**src/rtl/bcd_pkg.sv**
```systemverilog
// Shared types and constants for the packed-BCD arithmetic blocks.
// Digits are 4-bit codes 0..9; anything above BCD_MAX is an invalid code.
package bcd_pkg;

  typedef logic [3:0] bcd_digit_t;

  localparam bcd_digit_t BCD_MAX  = 4'd9;
  localparam logic [4:0] BCD_BASE = 5'd10;

  typedef enum logic [2:0] {
    IDLE,
    CHECK,
    SUB,
    NEG,
    DONE
  } bcd_state_t;

  function automatic logic digit_bad(input bcd_digit_t d);
    return d > BCD_MAX;
  endfunction

endpackage

```
**src/rtl/bcd_fsub.sv**
```systemverilog
// Combinational single-digit BCD subtract cell: d = a - b - bin, wrapped into 0..9.
// bout flags that ten was borrowed from the next digit up.
module bcd_fsub
  import bcd_pkg::*;
(
  input  bcd_digit_t a,
  input  bcd_digit_t b,
  input  logic       bin,
  output bcd_digit_t d,
  output logic       bout
);

  logic signed [4:0] raw;

  // For valid digits raw spans -10..9, so the sign bit alone decides the borrow.
  always_comb begin
    raw  = $signed({1'b0, a}) - $signed({1'b0, b}) - $signed({4'b0000, bin});
    bout = raw[4];
    d    = raw[3:0] + (bout ? BCD_BASE[3:0] : 4'd0);
  end

endmodule

```
**src/rtl/bcd_serial_sub.sv**
```systemverilog
// Multi-digit packed-BCD subtractor: |a - b| plus sign, one digit per clock through one shared cell.
// A negative raw result is ten's-complemented in place during a second serial pass.
module bcd_serial_sub
  import bcd_pkg::*;
#(
  parameter int DIGITS = 4
) (
  input  logic                clk,
  input  logic                rst_n,
  input  logic                start,
  input  logic [4*DIGITS-1:0] a,
  input  logic [4*DIGITS-1:0] b,
  output logic                busy,
  output logic                done,
  output logic [4*DIGITS-1:0] diff,
  output logic                neg,
  output logic                invalid,
  output bcd_state_t          state_dbg
);

  localparam int W  = 4 * DIGITS;
  localparam int IW = (DIGITS > 1) ? $clog2(DIGITS) : 1;
  localparam logic [IW-1:0] LAST = IW'(DIGITS - 1);

  // Handshake: start is sampled only while busy=0; a and b are captured on that edge and
  // may change afterwards. done is a one-cycle pulse; diff/neg/invalid hold until next accept.

  bcd_state_t    state, next_state;
  logic [W-1:0]  opa_q, opb_q, diff_q;
  logic [IW-1:0] idx_q;
  logic          borrow_q, neg_q, invalid_q;
  logic          any_bad;
  logic [IW+1:0] base;
  bcd_digit_t    cell_a, cell_b, cell_d;
  logic          cell_bout;

  assign base = {idx_q, 2'b00};

  always_comb begin
    any_bad = 1'b0;
    for (int i = 0; i < DIGITS; i++) begin
      if (digit_bad(opa_q[4*i +: 4]) || digit_bad(opb_q[4*i +: 4])) any_bad = 1'b1;
    end
  end

  // NEG reuses the cell as 0 - diff[idx] - borrow to complement the stored result.
  always_comb begin
    cell_a = (state == NEG) ? 4'd0 : opa_q[base +: 4];
    cell_b = (state == NEG) ? diff_q[base +: 4] : opb_q[base +: 4];
  end

  bcd_fsub u_fsub (
    .a    (cell_a),
    .b    (cell_b),
    .bin  (borrow_q),
    .d    (cell_d),
    .bout (cell_bout)
  );

  always_ff @(posedge clk or negedge rst_n) begin
    if (!rst_n) state <= IDLE;
    else        state <= next_state;
  end

  always_comb begin
    next_state = state;
    case (state)
      IDLE:    if (start) next_state = CHECK;
      CHECK:   next_state = any_bad ? DONE : SUB;
      SUB:     if (idx_q == LAST) next_state = cell_bout ? NEG : DONE;
      NEG:     if (idx_q == LAST) next_state = DONE;
      DONE:    next_state = IDLE;
      default: next_state = IDLE;
    endcase
  end

  always_ff @(posedge clk or negedge rst_n) begin
    if (!rst_n) begin
      opa_q     <= '0;
      opb_q     <= '0;
      diff_q    <= '0;
      idx_q     <= '0;
      borrow_q  <= 1'b0;
      neg_q     <= 1'b0;
      invalid_q <= 1'b0;
    end else begin
      case (state)
        IDLE: begin
          if (start) begin
            opa_q     <= a;
            opb_q     <= b;
            diff_q    <= '0;
            neg_q     <= 1'b0;
            invalid_q <= 1'b0;
          end
        end
        CHECK: begin
          idx_q    <= '0;
          borrow_q <= 1'b0;
          if (any_bad) begin
            invalid_q <= 1'b1;
            diff_q    <= '0;
            neg_q     <= 1'b0;
          end
        end
        SUB: begin
          diff_q[base +: 4] <= cell_d;
          if (idx_q == LAST) begin
            idx_q    <= '0;
            borrow_q <= 1'b0;
            neg_q    <= cell_bout;
          end else begin
            idx_q    <= idx_q + IW'(1);
            borrow_q <= cell_bout;
          end
        end
        NEG: begin
          diff_q[base +: 4] <= cell_d;
          borrow_q          <= cell_bout;
          idx_q             <= (idx_q == LAST) ? '0 : idx_q + IW'(1);
        end
        default: ;
      endcase
    end
  end

  assign busy      = (state != IDLE);
  assign done      = (state == DONE);
  assign diff      = diff_q;
  assign neg       = neg_q;
  assign invalid   = invalid_q;
  assign state_dbg = state;

endmodule

```
**config.mk**
```make
export PLATFORM = sky130hd
export DESIGN_NAME = bcd_serial_sub
export DESIGN_NICKNAME = d
export VERILOG_FILES = /design/src/rtl/bcd_pkg.sv /design/src/rtl/bcd_fsub.sv /design/src/rtl/bcd_serial_sub.sv
export SDC_FILE = /design/constraint.sdc
export NUM_CORES = 1
export LEC_CHECK = 0
export CORE_UTILIZATION = 37
export DETAILED_ROUTE_END_ITERATION = 7
export SYNTH_ARGS = -nofsm -noshare
export SYNTH_HDL_FRONTEND = slang
export SYNTH_SLANG_ARGS = --single-unit
```
**constraint.sdc**
```tcl
create_clock -name clk -period 4.8 [get_ports clk]
set_clock_uncertainty 0.15 [all_clocks]
set_input_delay 0.72 -clock clk [delete_from_list [all_inputs] [get_ports clk]]
set_output_delay 0.72 -clock clk [all_outputs]
set_load 0.02 [all_outputs]
```
# Yosys cells after proc, flatten, opt, wreduce, memory -nomap -nowiden
# Cells that the tools add are included.
word_totals:
  register_bits: 56
  word_cells: 79
  inputBits: 35
classes:
  eq_ne: 9
  n_shift: 5
  n_mux: 27
  add_sub_neg: 5
  magnitude_cmp: 8
  reduce_logical: 17
op_table:
  columns: ["cell", "n"]
  rows:
  - ["16-bit case mux with 3 select lines", 1]
  - ["16-bit by 5-bit variable part select with 4-bit output", 3]
  - ["4-bit greater-than comparator, second input constant", 8]
  - ["16-bit 2-to-1 mux", 2]
  - ["16-bit bitwise mux", 1]
  - ["4-bit by 6-bit variable shift with 16-bit output, first input constant", 1]
  - ["4-bit by 6-bit variable part select with 16-bit output", 1]
  - ["3-bit 2-to-1 mux", 5]
  - ["4-bit 2-to-1 mux", 3]
  - ["3-bit case mux with 4 select lines", 1]
  - ["3-bit nonzero test", 4]
  - ["1-bit 2-to-1 mux", 9]
  - ["3-bit AND reduction", 3]
  - ["3-bit by 2-bit == test with 1-bit output, second input constant", 2]
  - ["2-bit != test, second input constant", 3]
  - ["4-bit negation with 6-bit output", 1]
  - ["1-bit case mux with 3 select lines", 2]
  - ["4-bit by 4-bit subtractor with 5-bit output", 1]
  - ["5-bit by 2-bit subtractor with 5-bit output", 1]
  - ["4-bit adder", 1]
  - ["1-bit logical OR", 4]
  - ["2-bit case mux with 2 select lines", 1]
  - ["4-bit AND reduction", 1]
  - ["2-bit nonzero test", 2]
  - ["10 further kinds", 10]

# Longest topological paths before layout
# Gate-level depths: netlist of run 1.
depth:
  word_depth: 9
  ltp_mapped: 16

# Cells and area by module
# From an unflattened synthesis of run 1, not the netlist that was laid out.
unflattened:
  cells_unflattened: 259
  hier_area_um2: 3060.4
modules_own_cells:
  columns: ["mod", "cells_each", "instances", "area_per_inst_um2"]
  rows:
  - ["bcd_serial_sub", 229, 1, 2796.4]
  - ["bcd_fsub", 30, 1, 264.0]

# Worst setup path before layout of run 1
# Ideal clock, no wire load.
synth_path:
  path_kind: "reg-to-reg"
  startpoint: "register state[1] (netlist: state_dbg[1])"
  endpoint: "register diff_q[11] (netlist: diff[11])"
  t_arrival_ns: 3.939
  path_slack_ns: 0.583
  path_buffers: 1
  t_required_ns: 4.522
  stages_incl_launch_ff: 17
  cell_sequence: "dfrtp_1 -> and2b_4 -> nand2_4 -> clkbuf_1 -> mux4_2 -> mux2_2 -> fa_1 -> fa_1 -> nand2_1 -> a21oi_1 -> xnor2_1 -> nor2_1 -> ha_1 -> xnor2_1 -> xnor2_1 -> xnor2_1 -> o2bb2ai_1"
synth_via:
  elab_chain_len: 9
  elab_cells_between_ends: 18
  cone_classes: "3 x add/sub; 5 x eq/ne; 1 x shift; 5 x mux; 4 x reduce/logical"
synth_rtl:
  columns: ["element", "line_no", "text"]
  rows:
  - ["start: declaration", "bcd_serial_sub.sv:28", "bcd_state_t state, next_state;"]
  - ["start signal: assignment", "bcd_serial_sub.sv:62", "else state <= next_state;"]
  - ["3-bit by 2-bit == test with 1-bit output", "bcd_serial_sub.sv:48, bcd_serial_sub.sv:49, bcd_serial_sub.sv:87", null]
  - ["4-bit 2-to-1 mux (on tied branches)", "bcd_serial_sub.sv:48, bcd_serial_sub.sv:49", null]
  - ["4-bit by 4-bit subtractor with 5-bit output", "bcd_fsub.sv:17", "raw = $signed({1'b0, a}) - $signed({1'b0, b}) - $signed({4'b0000, bin});"]
  - ["5-bit by 2-bit subtractor with 5-bit output", "bcd_fsub.sv:17", null]
  - ["4-bit 2-to-1 mux", "bcd_fsub.sv:19", "d = raw[3:0] + (bout ? BCD_BASE[3:0] : 4'd0);"]
  - ["4-bit adder", "bcd_fsub.sv:19", null]
  - ["4-bit by 6-bit variable part select with 16-bit output", "bcd_serial_sub.sv:107, bcd_serial_sub.sv:118", null]
  - ["16-bit bitwise mux", "bcd_serial_sub.sv:107, bcd_serial_sub.sv:118", null]
  - ["16-bit case mux with 3 select lines", "bcd_serial_sub.sv:87", "case (state)"]
  - ["end signal: indexed assignment", "bcd_serial_sub.sv:107", "diff_q[base +: 4] <= cell_d;"]
  - ["end signal: indexed assignment", "bcd_serial_sub.sv:118", "diff_q[base +: 4] <= cell_d;"]
  - ["end: declaration", "bcd_serial_sub.sv:29", "logic [W-1:0] opa_q, opb_q, diff_q;"]
# Several ways; a longest one is shown, not always the timed one.
# A chain may end at the register's enable or synchronous reset.

# Worst setup path in the final report of run 1
layout_path:
  startpoint: "register idx_q[1]"
  endpoint: "register diff_q[3] (netlist: diff[3])"
layout_via:
  elab_chain_len: 9
  elab_cells_between_ends: 14
  cone_classes: "4 x add/sub; 5 x shift; 5 x mux"
layout_rtl:
  columns: ["element", "line_no", "text"]
  rows:
  - ["start: declaration", "bcd_serial_sub.sv:30", "logic [IW-1:0] idx_q;"]
  - ["start signal: assignment", "bcd_serial_sub.sv:113", "idx_q <= idx_q + IW'(1);"]
  - ["start signal: assignment", "bcd_serial_sub.sv:120", "idx_q <= (idx_q == LAST) ? '0 : idx_q + IW'(1);"]
  - ["16-bit by 5-bit variable part select with 4-bit output (on tied branches)", "bcd_serial_sub.sv:48, bcd_serial_sub.sv:49", null]
  - ["4-bit 2-to-1 mux (on tied branches)", "bcd_serial_sub.sv:48, bcd_serial_sub.sv:49", null]
  - ["4-bit by 4-bit subtractor with 5-bit output", "bcd_fsub.sv:17", null]
  - ["5-bit by 2-bit subtractor with 5-bit output", "bcd_fsub.sv:17", null]
  - ["4-bit 2-to-1 mux", "bcd_fsub.sv:19", null]
  - ["4-bit adder", "bcd_fsub.sv:19", null]
  - ["4-bit by 6-bit variable part select with 16-bit output", "bcd_serial_sub.sv:107, bcd_serial_sub.sv:118", null]
  - ["16-bit bitwise mux (*)", "bcd_serial_sub.sv:107, bcd_serial_sub.sv:118", null]
  - ["16-bit case mux with 3 select lines (*)", "bcd_serial_sub.sv:87", null]
# Mark *: on every way between the ends. The rest lies on a longest branch, timed or not.

==> flow_summary.yaml, run 1 <==
setup_path:
  reg2reg_depth: 15
  max_stage_delay_ns: 0.54
  cp.required_ns: 4.85
  critPathArrivalTime_ns: 4.17
  slowest_stage: "mux4_2"
  r2r_start: "idx_q[1]$_DFFE_PN0P_"
  r2r_slack_ns: 0.68
  path_class: "register to register"
  path_max_fanout: 10
  critPathBufInv: 2
  critPathCaptureType: "register"
  critPathTopFamily: "adder cells"
  reg2reg_to: "diff[3]$_DFFE_PN0P_"
  critPathMostFrequentCell: "xnor2_1"
  start_kind: "register"
  path_cells: "inv_2, mux4_2, mux2_2, fa_1, fa_1, nand2_1, a21oi_1, xnor2_1, buf_4, nor2_1, ha_1, xnor2_1, xnor2_1, xnor2_1, o2bb2ai_1"
run_status:
  outcome: "completed"
floorplan:
  initial_core_util: 0.382
  io_pins: 58
  die_w_um: 91.4
  core_area_um2: 7730
  die_height_um: 91.4
  row_count: 32
  dieArea_um2: 8350
clock_tree:
  cts_buffers: 5
  cts-resized-gates: 0
  cts_sinks: 56
  clk_pin_slew_worst_paths_ns: 0.10
  cts_max_level: 2
  root_buffer: "clkbuf_8"
  cts_tree: "yes"
  cts_hold_buf: 0
  cts.path.max_buffers: 2
  clock_latency_ns: 0.31
  post-cts-setup-buffer-count: 0
grt:
  grt_overflow_total: 0
  grt_pass1_wl_um: 11000
  grt_pass1_vias: 2008
  grt_max_degree: 57
  antenna_found_initial: 0
  grt_use_total: 0.173
final_layout:
  final_nets: 337
  n_antenna_cell: 0
  final_cell_mix: "dfrtp_1 (56), clkdlybuf4s50_1 (56), mux2_1 (32)"
  drive_gt1_frac: 0.103
  post-route-util: 0.483
  multi_input_area_um2: 1460
  syn_to_final_growth_pct: 26.3
  seqCellArea_um2: 1400
  fillers: 701
timing:
  rsz0062_at_grt: "no"
  slew_headroom: 0.515
  holdWs_ns: 0.339
  fmax_mhz: 242
  maxSlewViolCount: 0
  finalCritPeriodShare: 0.859
  worstMarginPinSlew_ns: 0.727
  hold_violations: 0
  min_period_ns: 4.12
  finalSetupViolations: 0
  finalSetupTns_ns: 0
synth:
  synth-edff-count: 0
  yosysUniqueCellTypes: 41
  yosysWarnings: 0
  synth.ff_latch_count: 56
  ys.flop_type: "dfrtp_1"
  seq_area_frac_synth: 0.474
  syn_avg_cell_area_um2: 12.8
  synthArstFlopShare: 1.00
  syn_nets: 277
  synthCells: 231
  netlist_area_um2: 2960
hold_path:
  holdPathEnd: "opa_q[4]$_DFFE_PN0P_"
  min_path_cells: 1
  hp-start: "opa_q[4]$_DFFE_PN0P_"
  hp-class: "register to register"
route:
  vias: 2103
  ant_nets: 0
  wl_per_cell_um: 16.8
  firstDrtPassIters: 4
  via_per_inst: 5.34
  drc: 0
  drt-total-wl_um: 6620
  drt_iter0_drc: 111
placement:
  portBuffers: 57
  gp_congestion: 0.825
  dpl.hpwl_um: 4950
power_and_ir_drop:
  power_mw: 2.92
  p_leak_nw: 1.57
  power_density_nw_per_um2: 783
  irDropWorstVdd_uv: 478
flow_run:
  maxCapViolCount: 0
-- worst max path at each step --
stage | from | endpoint | slack [ns] | depth (start not counted)
floorplan | state_dbg[1]$_DFFE_PN0P_ | diff[11]$_DFFE_PN0P_ | 0.58 | 16
global placement | idx_q[1]$_DFFE_PN0P_ | diff[15]$_DFFE_PN0P_ | 0.76 | 15
detailed placement | idx_q[1]$_DFFE_PN0P_ | diff[11]$_DFFE_PN0P_ | 0.69 | 15
CTS | idx_q[1]$_DFFE_PN0P_ | diff[3]$_DFFE_PN0P_ | 0.65 | 15
global route | idx_q[1]$_DFFE_PN0P_ | diff[15]$_DFFE_PN0P_ | 0.34 | 15
finish | idx_q[1]$_DFFE_PN0P_ | diff[3]$_DFFE_PN0P_ | 0.68 | 15
-- through the flow --
step | cell area [um^2] | setup slack [ns] | instances
final | 3730 | 0.675 | 394
after detailed placement | 3640 | 0.685 | 386
after floorplan | 2960 | 0.583 | 231
after global placement | 3640 | 0.756 | 386
after CTS | 3730 | 0.651 | 394
after global routing | 3730 | 0.344 | 394
-- layer usage --
| layer | vias up | GRT usage | part of all wire |
|---|---|---|---|
| met3 | 9 | 0.0268 | 0.049 |
| met1 | 1049 | 0.268 | 0.49 |
| met5 | - | 0 | 0 |
| met4 | 0 | 0.0489 | 0.016 |
| li1 | 989 | - | - |
| met2 | 56 | 0.251 | 0.45 |
-- cells by family (layout without fill, tap and decap cells) --
| kind of cell | after synthesis | count (layout) | share of synthesized area |
|---|---|---|---|
| DFF | 56 | 56 | 0.474 |
| muxes | 48 | 48 | 0.232 |
| AOI/OAI and AO/OA | 47 | 47 | 0.117 |
| and+or+nand+nor | 40 | 40 | 0.0745 |
| buffers and inverters | 23 | 84 | 0.0330 |
| adders and majority gates | 11 | 11 | 0.0517 |
| xor gates and xnor gates | 6 | 6 | 0.0178 |
-- cells in the mapped netlist (2+ instances only) --
cell,instances,area share
a22o_1,10,0.030
clkbuf_1,4,0.0051
dfrtp_1,56,0.47
mux4_1,3,0.027
o21ai_0,14,0.024
mux2_2,3,0.011
nand2_1,12,0.015
or3_1,2,0.0042
mux4_2,9,0.069
o2bb2ai_1,8,0.024
o31ai_1,3,0.0076
buf_2,3,0.0051
a21oi_1,3,0.0051
a21o_1,3,0.0076
xnor2_1,5,0.015
inv_1,12,0.015
nor3_1,3,0.0051
inv_2,2,0.0025
and4_1,2,0.0059
fa_1,2,0.014
mux2_1,32,0.12
nand2b_1,3,0.0064
ha_1,9,0.038
a211o_1,2,0.0059
nor2_1,6,0.0076
nand4_1,5,0.011
-- area by class of cell --
type | count | share of cell area
Clock inverter | 1 | 0.00201
Inverter | 15 | 0.0151
Clock buffer | 7 | 0.0231
Tap cell | 102 | 0.0342
Sequential cell | 56 | 0.375
Timing Repair Buffer | 61 | 0.160
Multi-Input combinational cell | 152 | 0.391
-- state kept, by name (all words and copies together), names as in the netlist --
signal / flops
neg: 1
diff: 16
borrow_q: 1
opa_q: 16
state_dbg: 3
invalid: 1
idx_q: 2
opb_q: 16
-- power by group --
part / internal (mW) / switching [mW]
Sequential: 0.647 / 0.163
Clock: 0.118 / 0.151
Combinational: 0.837 / 1.01
Power figures use the tool's default switching activity.
==> inputs of run 2 (changes only) <==
--- a/config.mk
+++ b/config.mk
@@ -5,8 +5,10 @@
 export SDC_FILE = /design/constraint.sdc
 export NUM_CORES = 1
 export LEC_CHECK = 0
+export ABC_AREA = 1
 export CORE_UTILIZATION = 37
 export DETAILED_ROUTE_END_ITERATION = 7
+export SLEW_MARGIN = 15
 export SYNTH_ARGS = -nofsm -noshare
 export SYNTH_HDL_FRONTEND = slang
 export SYNTH_SLANG_ARGS = --single-unit
==> flow_summary.yaml, run 2 <==
final_layout:
  drive_gt1_frac: 0.0946
  final_nets: 468
  fillers: 807
  n_antenna_cell: 0
  final_cell_mix: "nand2_1 (94), dfrtp_1 (56), clkdlybuf4s50_1 (56)"
  final_common_cell: "nand2_1"
  syn_to_final_growth_pct: 23.1
  post-route-util: 0.469
grt:
  antenna_found_initial: 0
  grt_overflow_total: 0
  grt_pass1_wl_um: 12900
  grt_max_degree: 44
  grt_use_total: 0.192
  grt_pass1_vias: 2587
timing:
  fmax_mhz: 238
  finalSetupTns_ns: 0
  min_period_ns: 4.21
  maxSlewViolCount: 0
  holdWs_ns: 0.136
  slew_headroom: 0.422
  rsz0062_at_grt: "no"
  worstMarginPinSlew_ns: 0.864
  finalSetupViolations: 0
  finalCritPeriodShare: 0.876
  hold_violations: 0
clock_tree:
  cts_max_level: 2
  clock_latency_ns: 0.32
  clk_pin_slew_worst_paths_ns: 0.11
  cts_hold_buf: 0
  root_buffer: "clkbuf_8"
  cts_tree: "yes"
  cts-resized-gates: 0
  cts_buffers: 5
  cts_sinks: 56
  cts.path.max_buffers: 2
  post-cts-setup-buffer-count: 0
synth:
  yosys.area.top_type_share: 0.448
  yosysWarnings: 0
  yosys.area.top_type: "dfrtp_1"
  synth.most_common_cell: "nand2_1"
  synth.ff_latch_count: 56
  yosysUniqueCellTypes: 35
  synthArstFlopShare: 1.00
  synth-edff-count: 0
  syn_avg_cell_area_um2: 8.51
  ys_top_cells_by_area: "dfrtp_1 (45%), nand2_1 (11%), mux2_1 (6.1%), nand3_1 (3.8%), ha_1 (3.6%)"
  seq_area_frac_synth: 0.448
  ys_top_cells_by_count: "nand2_1 (94), dfrtp_1 (56), inv_1 (29)"
  synthCells: 368
  syn_nets: 414
  ys.flop_type: "dfrtp_1"
  netlist_area_um2: 3130
setup_path:
  path_cells: "inv_2, nand3_2, inv_2, nand2_1, nand3_1, nand3_1, o21ai_1, fa_1, fa_1, nand2_1, nand2_1, nand3_1, nand2_2, nor2_1, ha_1, xor2_1, nand3_1, nand2_1, nand3_2, nand2_1, nor2_2, nand3_1, nand2_1"
  max_stage_delay_ns: 0.51
  critPathArrivalTime_ns: 4.28
  critPathCaptureType: "register"
  path_max_fanout: 21
  critPathBufInv: 2
  critPathTopFamily: "simple AND/OR/NAND/NOR gates"
  critPathMostFrequentCell: "nand2_1"
  cp.required_ns: 4.88
  start_kind: "register"
  slowest_stage: "dfrtp_1"
  path_class: "register to register"
route:
  firstDrtPassIters: 4
  drt_iter0_drc: 145
  met3_length_um: 433
  highest_layer: "met4"
  met1Wirelength_um: 3700
  wl_per_cell_um: 14.9
  drt-total-wl_um: 7840
  ant_nets: 0
  drc: 0
  via_per_inst: 5.01
  vias: 2647
  wl_met2_um: 3570
power_and_ir_drop:
  power_mw: 2.82
  irDropWorstVdd_uv: 377
  power_density_nw_per_um2: 731
  p_leak_nw: 1.80
floorplan:
  core_area_um2: 8220
  row_count: 33
  die_w_um: 94.0
  io_pins: 58
  initial_core_util: 0.381
  die_height_um: 94.0
  dieArea_um2: 8830
placement:
  dpl.hpwl_um: 5880
  gp_congestion: 0.928
  portBuffers: 57
flow_run:
  maxCapViolCount: 0
hold_path:
  hp-class: "input pin to async pin"
run_status:
  outcome: "completed"
[run 2: cell types whose count changed after synthesis, moves of 9 or more]
cell,previous run,this run
a21oi_1,3,22
a22o_1,10,0
inv_1,12,29
mux2_1,32,17
mux4_2,9,0
nand2_1,12,94
nand3_1,0,24
nor2_1,6,28
o21ai_1,0,11
[run 2: final cells by class]
class | count | area, um^2 | share of cell area
inverter | 36 | 135 | 0.0351
clock inverter | 3 | 22.5 | 0.00584
sequential | 56 | 1400 | 0.364
multi-input combinational | 264 | 1510 | 0.393
timing repair buffer | 59 | 581 | 0.151
tap | 105 | 131 | 0.0341
clock buffer | 5 | 68.8 | 0.0179
[run 2: cells by family (layout without fill, tap and decap cells)]
| family | count (synthesis) | count (layout) | synth area share |
|---|---|---|---|
| adder cells (fa/ha/maj) | 11 | 11 | 0.0488 |
| multiplexers | 21 | 21 | 0.0755 |
| flip-flops | 56 | 56 | 0.448 |
| AND/OR/NAND/NOR | 166 | 166 | 0.232 |
| buffers and inverters | 48 | 103 | 0.0687 |
| AO/OA/AOI/OAI | 62 | 62 | 0.116 |
| XOR/XNOR | 4 | 4 | 0.0112 |
[run 2: report_power, final]
group          total (mW)  internal [mW]  leakage [nW]  switching [mW]
clock               0.273          0.105        0.0485           0.168
sequential          0.757          0.637         0.696           0.120
combinational        1.79          0.681          1.05            1.11
[run 2: final timing paths]
| check | cells past startpoint | slack (ns) | startpoint | end |
|---|---|---|---|---|
| max | 23 | 0.59 | state_dbg[2]$_DFFE_PN0P_ | diff[15]$_DFFE_PN0P_ |
| min | 1 | 0.14 | rst_n | state_dbg[1]$_DFFE_PN0P_ |
| max reg2reg | 23 | 0.59 | state_dbg[2]$_DFFE_PN0P_ | diff[15]$_DFFE_PN0P_ |
| min reg2reg | 2 | 0.33 | invalid$_DFFE_PN0P_ | invalid$_DFFE_PN0P_ |
| max in group asynchronous | 2 | 3.52 | rst_n | diff[10]$_DFFE_PN0P_ |
| min in group clk | 2 | 0.33 | invalid$_DFFE_PN0P_ | invalid$_DFFE_PN0P_ |
[run 2: stage by stage]
stage               setup WS, ns  cells  area [um^2]
floorplan                   1.13    368         3130
detailed placement         0.681    520         3760
global placement           0.829    520         3760
CTS                        0.626    528         3850
finish                     0.594    528         3850
global route               0.267    528         3850
[run 2: worst reg2reg max path, stage by stage, from the launching register on]
cell	delay, ns
dfrtp_1	0.51
inv_2	0.09
nand3_2	0.33
inv_2	0.25
nand2_1	0.11
nand3_1	0.06
nand3_1	0.09
o21ai_1	0.09
fa_1	0.45
fa_1	0.44
nand2_1	0.10
nand2_1	0.09
nand3_1	0.18
nand2_2	0.13
nor2_1	0.10
ha_1	0.20
xor2_1	0.20
nand3_1	0.10
nand2_1	0.09
nand3_2	0.07
nand2_1	0.09
nor2_2	0.05
nand3_1	0.07
nand2_1	0.05
[run 2: layer usage]
metal  global-route usage  up-vias
met5                    0        -
met4               0.0744        0
met3               0.0251       13
met2                0.299       80
met1                0.271     1238
li1                     -     1316
==> inputs of run 3 (changes only) <==
--- a/config.mk
+++ b/config.mk
@@ -6,8 +6,11 @@
 export NUM_CORES = 1
 export LEC_CHECK = 0
 export ABC_AREA = 1
+export ABC_CLOCK_PERIOD_IN_PS = 4800
+export CORE_ASPECT_RATIO = 0.7
 export CORE_UTILIZATION = 37
 export DETAILED_ROUTE_END_ITERATION = 7
+export GPL_TIMING_DRIVEN = 0
 export SLEW_MARGIN = 15
 export SYNTH_ARGS = -nofsm -noshare
 export SYNTH_HDL_FRONTEND = slang
==> flow_summary.yaml, run 3 (synthesized netlist as in run 2, its figures left out) <==
floorplan:
  core_area_um2: 8040
  dieArea_um2: 8840
  initial_core_util: 0.389
  die_w_um: 112
  die_height_um: 79.0
  row_count: 27
  io_pins: 58
route:
  ant_nets: 0
  drc: 3
  drt-total-wl_um: 8590
  vias: 2815
  wl_per_cell_um: 16.1
  drt_iter0_drc: 246
  via_per_inst: 5.27
  firstDrtPassIters: 8
grt:
  grt_max_degree: 57
  grt.busiest_layer: "met1"
  grt_pass1_vias: 2563
  grt_use_total: 0.202
  grtUsageMet1: 0.315
  antenna_found_initial: 0
  groute.layer.met2.usage: 0.278
  grt_overflow_total: 0
  grt_pass1_wl_um: 13700
  met3_usage: 0.0542
final_layout:
  final_cell_mix: "nand2_1 (94), dfrtp_1 (56), clkdlybuf4s50_1 (56)"
  final_nets: 478
  final_common_cell: "nand2_1"
  seqCellArea_um2: 1400
  drive_gt1_frac: 0.106
  n_antenna_cell: 0
  fillers: 792
  syn_to_final_growth_pct: 26.8
  multi_input_area_um2: 1510
clock_tree:
  clock_latency_ns: 0.29
  cts-resized-gates: 0
  cts.path.max_buffers: 2
  cts_sinks: 56
  root_buffer: "clkbuf_16"
  clk_pin_slew_worst_paths_ns: 0.07
  cts_buffers: 5
  cts_tree: "yes"
  cts_max_level: 2
  post-cts-setup-buffer-count: 0
  cts_hold_buf: 0
timing:
  finalSetupTns_ns: 0
  holdWs_ns: 0.323
  rsz0062_at_grt: "no"
  maxSlewViolCount: 0
  fmax_mhz: 232
  finalCritPeriodShare: 0.899
  slew_headroom: 0.518
  min_period_ns: 4.31
  worstMarginPinSlew_ns: 0.724
  finalSetupViolations: 0
  hold_violations: 0
setup_path:
  critPathTopFamily: "simple AND/OR/NAND/NOR gates"
  critPathBufInv: 2
  critPathCaptureType: "register"
  cp.required_ns: 4.88
  start_kind: "register"
  path_class: "register to register"
  max_stage_delay_ns: 0.46
  critPathMostFrequentCell: "nand2_1"
  path_cells: "buf_2, buf_1, o21ai_0, o22ai_1, nand2_1, fa_1, fa_1, nand2_1, nand2_1, nand2_1, nand2_1, nand2_2, nor2_1, ha_1, xnor2_1, nand3_1, nand2_1, nand2_1, nand2_1, nor2_2, nand3_1, nand2_1"
  path_max_fanout: 10
  slowest_stage: "fa_1"
  critPathArrivalTime_ns: 4.40
run_status:
  outcome: "complete, but fails checks"
  failed_checks: "DRC"
placement:
  dpl.hpwl_um: 6580
  portBuffers: 57
  gp_congestion: 0.876
flow_run:
  maxCapViolCount: 0
power_and_ir_drop:
  p_leak_nw: 1.86
  power_density_nw_per_um2: 751
  power_mw: 2.98
  irDropWorstVdd_uv: 349
hold_path:
  hp-class: "input pin to async pin"
==> run 3: changes by cell type in the layout (fill, tap and decap cells not counted), sizes merged <==
cell | previous run | this run
clkinv | 2 | 1
inv | 37 | 36
clkbuf | 5 | 8
buf | 3 | 11
clkinvlp | 0 | 1
==> run 3: area by class of cell <==
| cell class | count | area share |
|---|---|---|
| multi-input combinational | 264 | 0.381 |
| sequential | 56 | 0.353 |
| timing repair buffer | 57 | 0.143 |
| inverter | 36 | 0.0340 |
| clock buffer | 6 | 0.0325 |
| tap | 101 | 0.0318 |
| buffer | 12 | 0.0202 |
| clock inverter | 2 | 0.00410 |
==> run 3: path summary, 6_finish.rpt <==
kind,slack (ns),end,cells after the start,from
worst max register to register,0.49,diff[7]$_DFFE_PN0P_,22,idx_q[0]$_DFFE_PN0P_
max in group asynchronous,3.69,state_dbg[2]$_DFFE_PN0P_,1,rst_n
worst min register to register,0.34,invalid$_DFFE_PN0P_,2,invalid$_DFFE_PN0P_
worst max-delay path,0.49,diff[7]$_DFFE_PN0P_,22,idx_q[0]$_DFFE_PN0P_
worst min-delay path,0.32,idx_q[0]$_DFFE_PN0P_,1,rst_n
min in group clk,0.34,invalid$_DFFE_PN0P_,2,invalid$_DFFE_PN0P_
==> run 3: routing by layer <==
metal	wire length, um	vias to the layer above
met1	4460	1337
met5	0	-
li1	-	1340
met4	72	0
met2	3310	127
met3	758	11
==> run 3: worst register-to-register path, stage by stage, from the launching register on <==
cell	delay (ns)
dfrtp_1	0.44
buf_2	0.26
buf_1	0.44
o21ai_0	0.15
o22ai_1	0.21
nand2_1	0.11
fa_1	0.43
fa_1	0.46
nand2_1	0.09
nand2_1	0.09
nand2_1	0.09
nand2_1	0.10
nand2_2	0.13
nor2_1	0.06
ha_1	0.21
xnor2_1	0.15
nand3_1	0.10
nand2_1	0.07
nand2_1	0.08
nand2_1	0.07
nor2_2	0.18
nand3_1	0.13
nand2_1	0.08
==> run 3: power by group <==
part,switching (mW),internal [mW]
combinational,1.15,0.704
clock,0.171,0.195
sequential,0.127,0.639
total,1.44,1.54
==> run 3: stage by stage <==
stage | utilization | setup slack [ns] | instance area (um^2) | std cells
2_1_floorplan | - | 1.13 | 3130 | 368
3_3_place_gp | 0.476 | 0.663 | 3830 | 526
3_5_place_dp | 0.476 | 0.622 | 3820 | 526
4_1_cts | 0.494 | 0.593 | 3970 | 534
5_1_grt | 0.494 | 0.226 | 3970 | 534
6_report | 0.494 | 0.486 | 3970 | 534
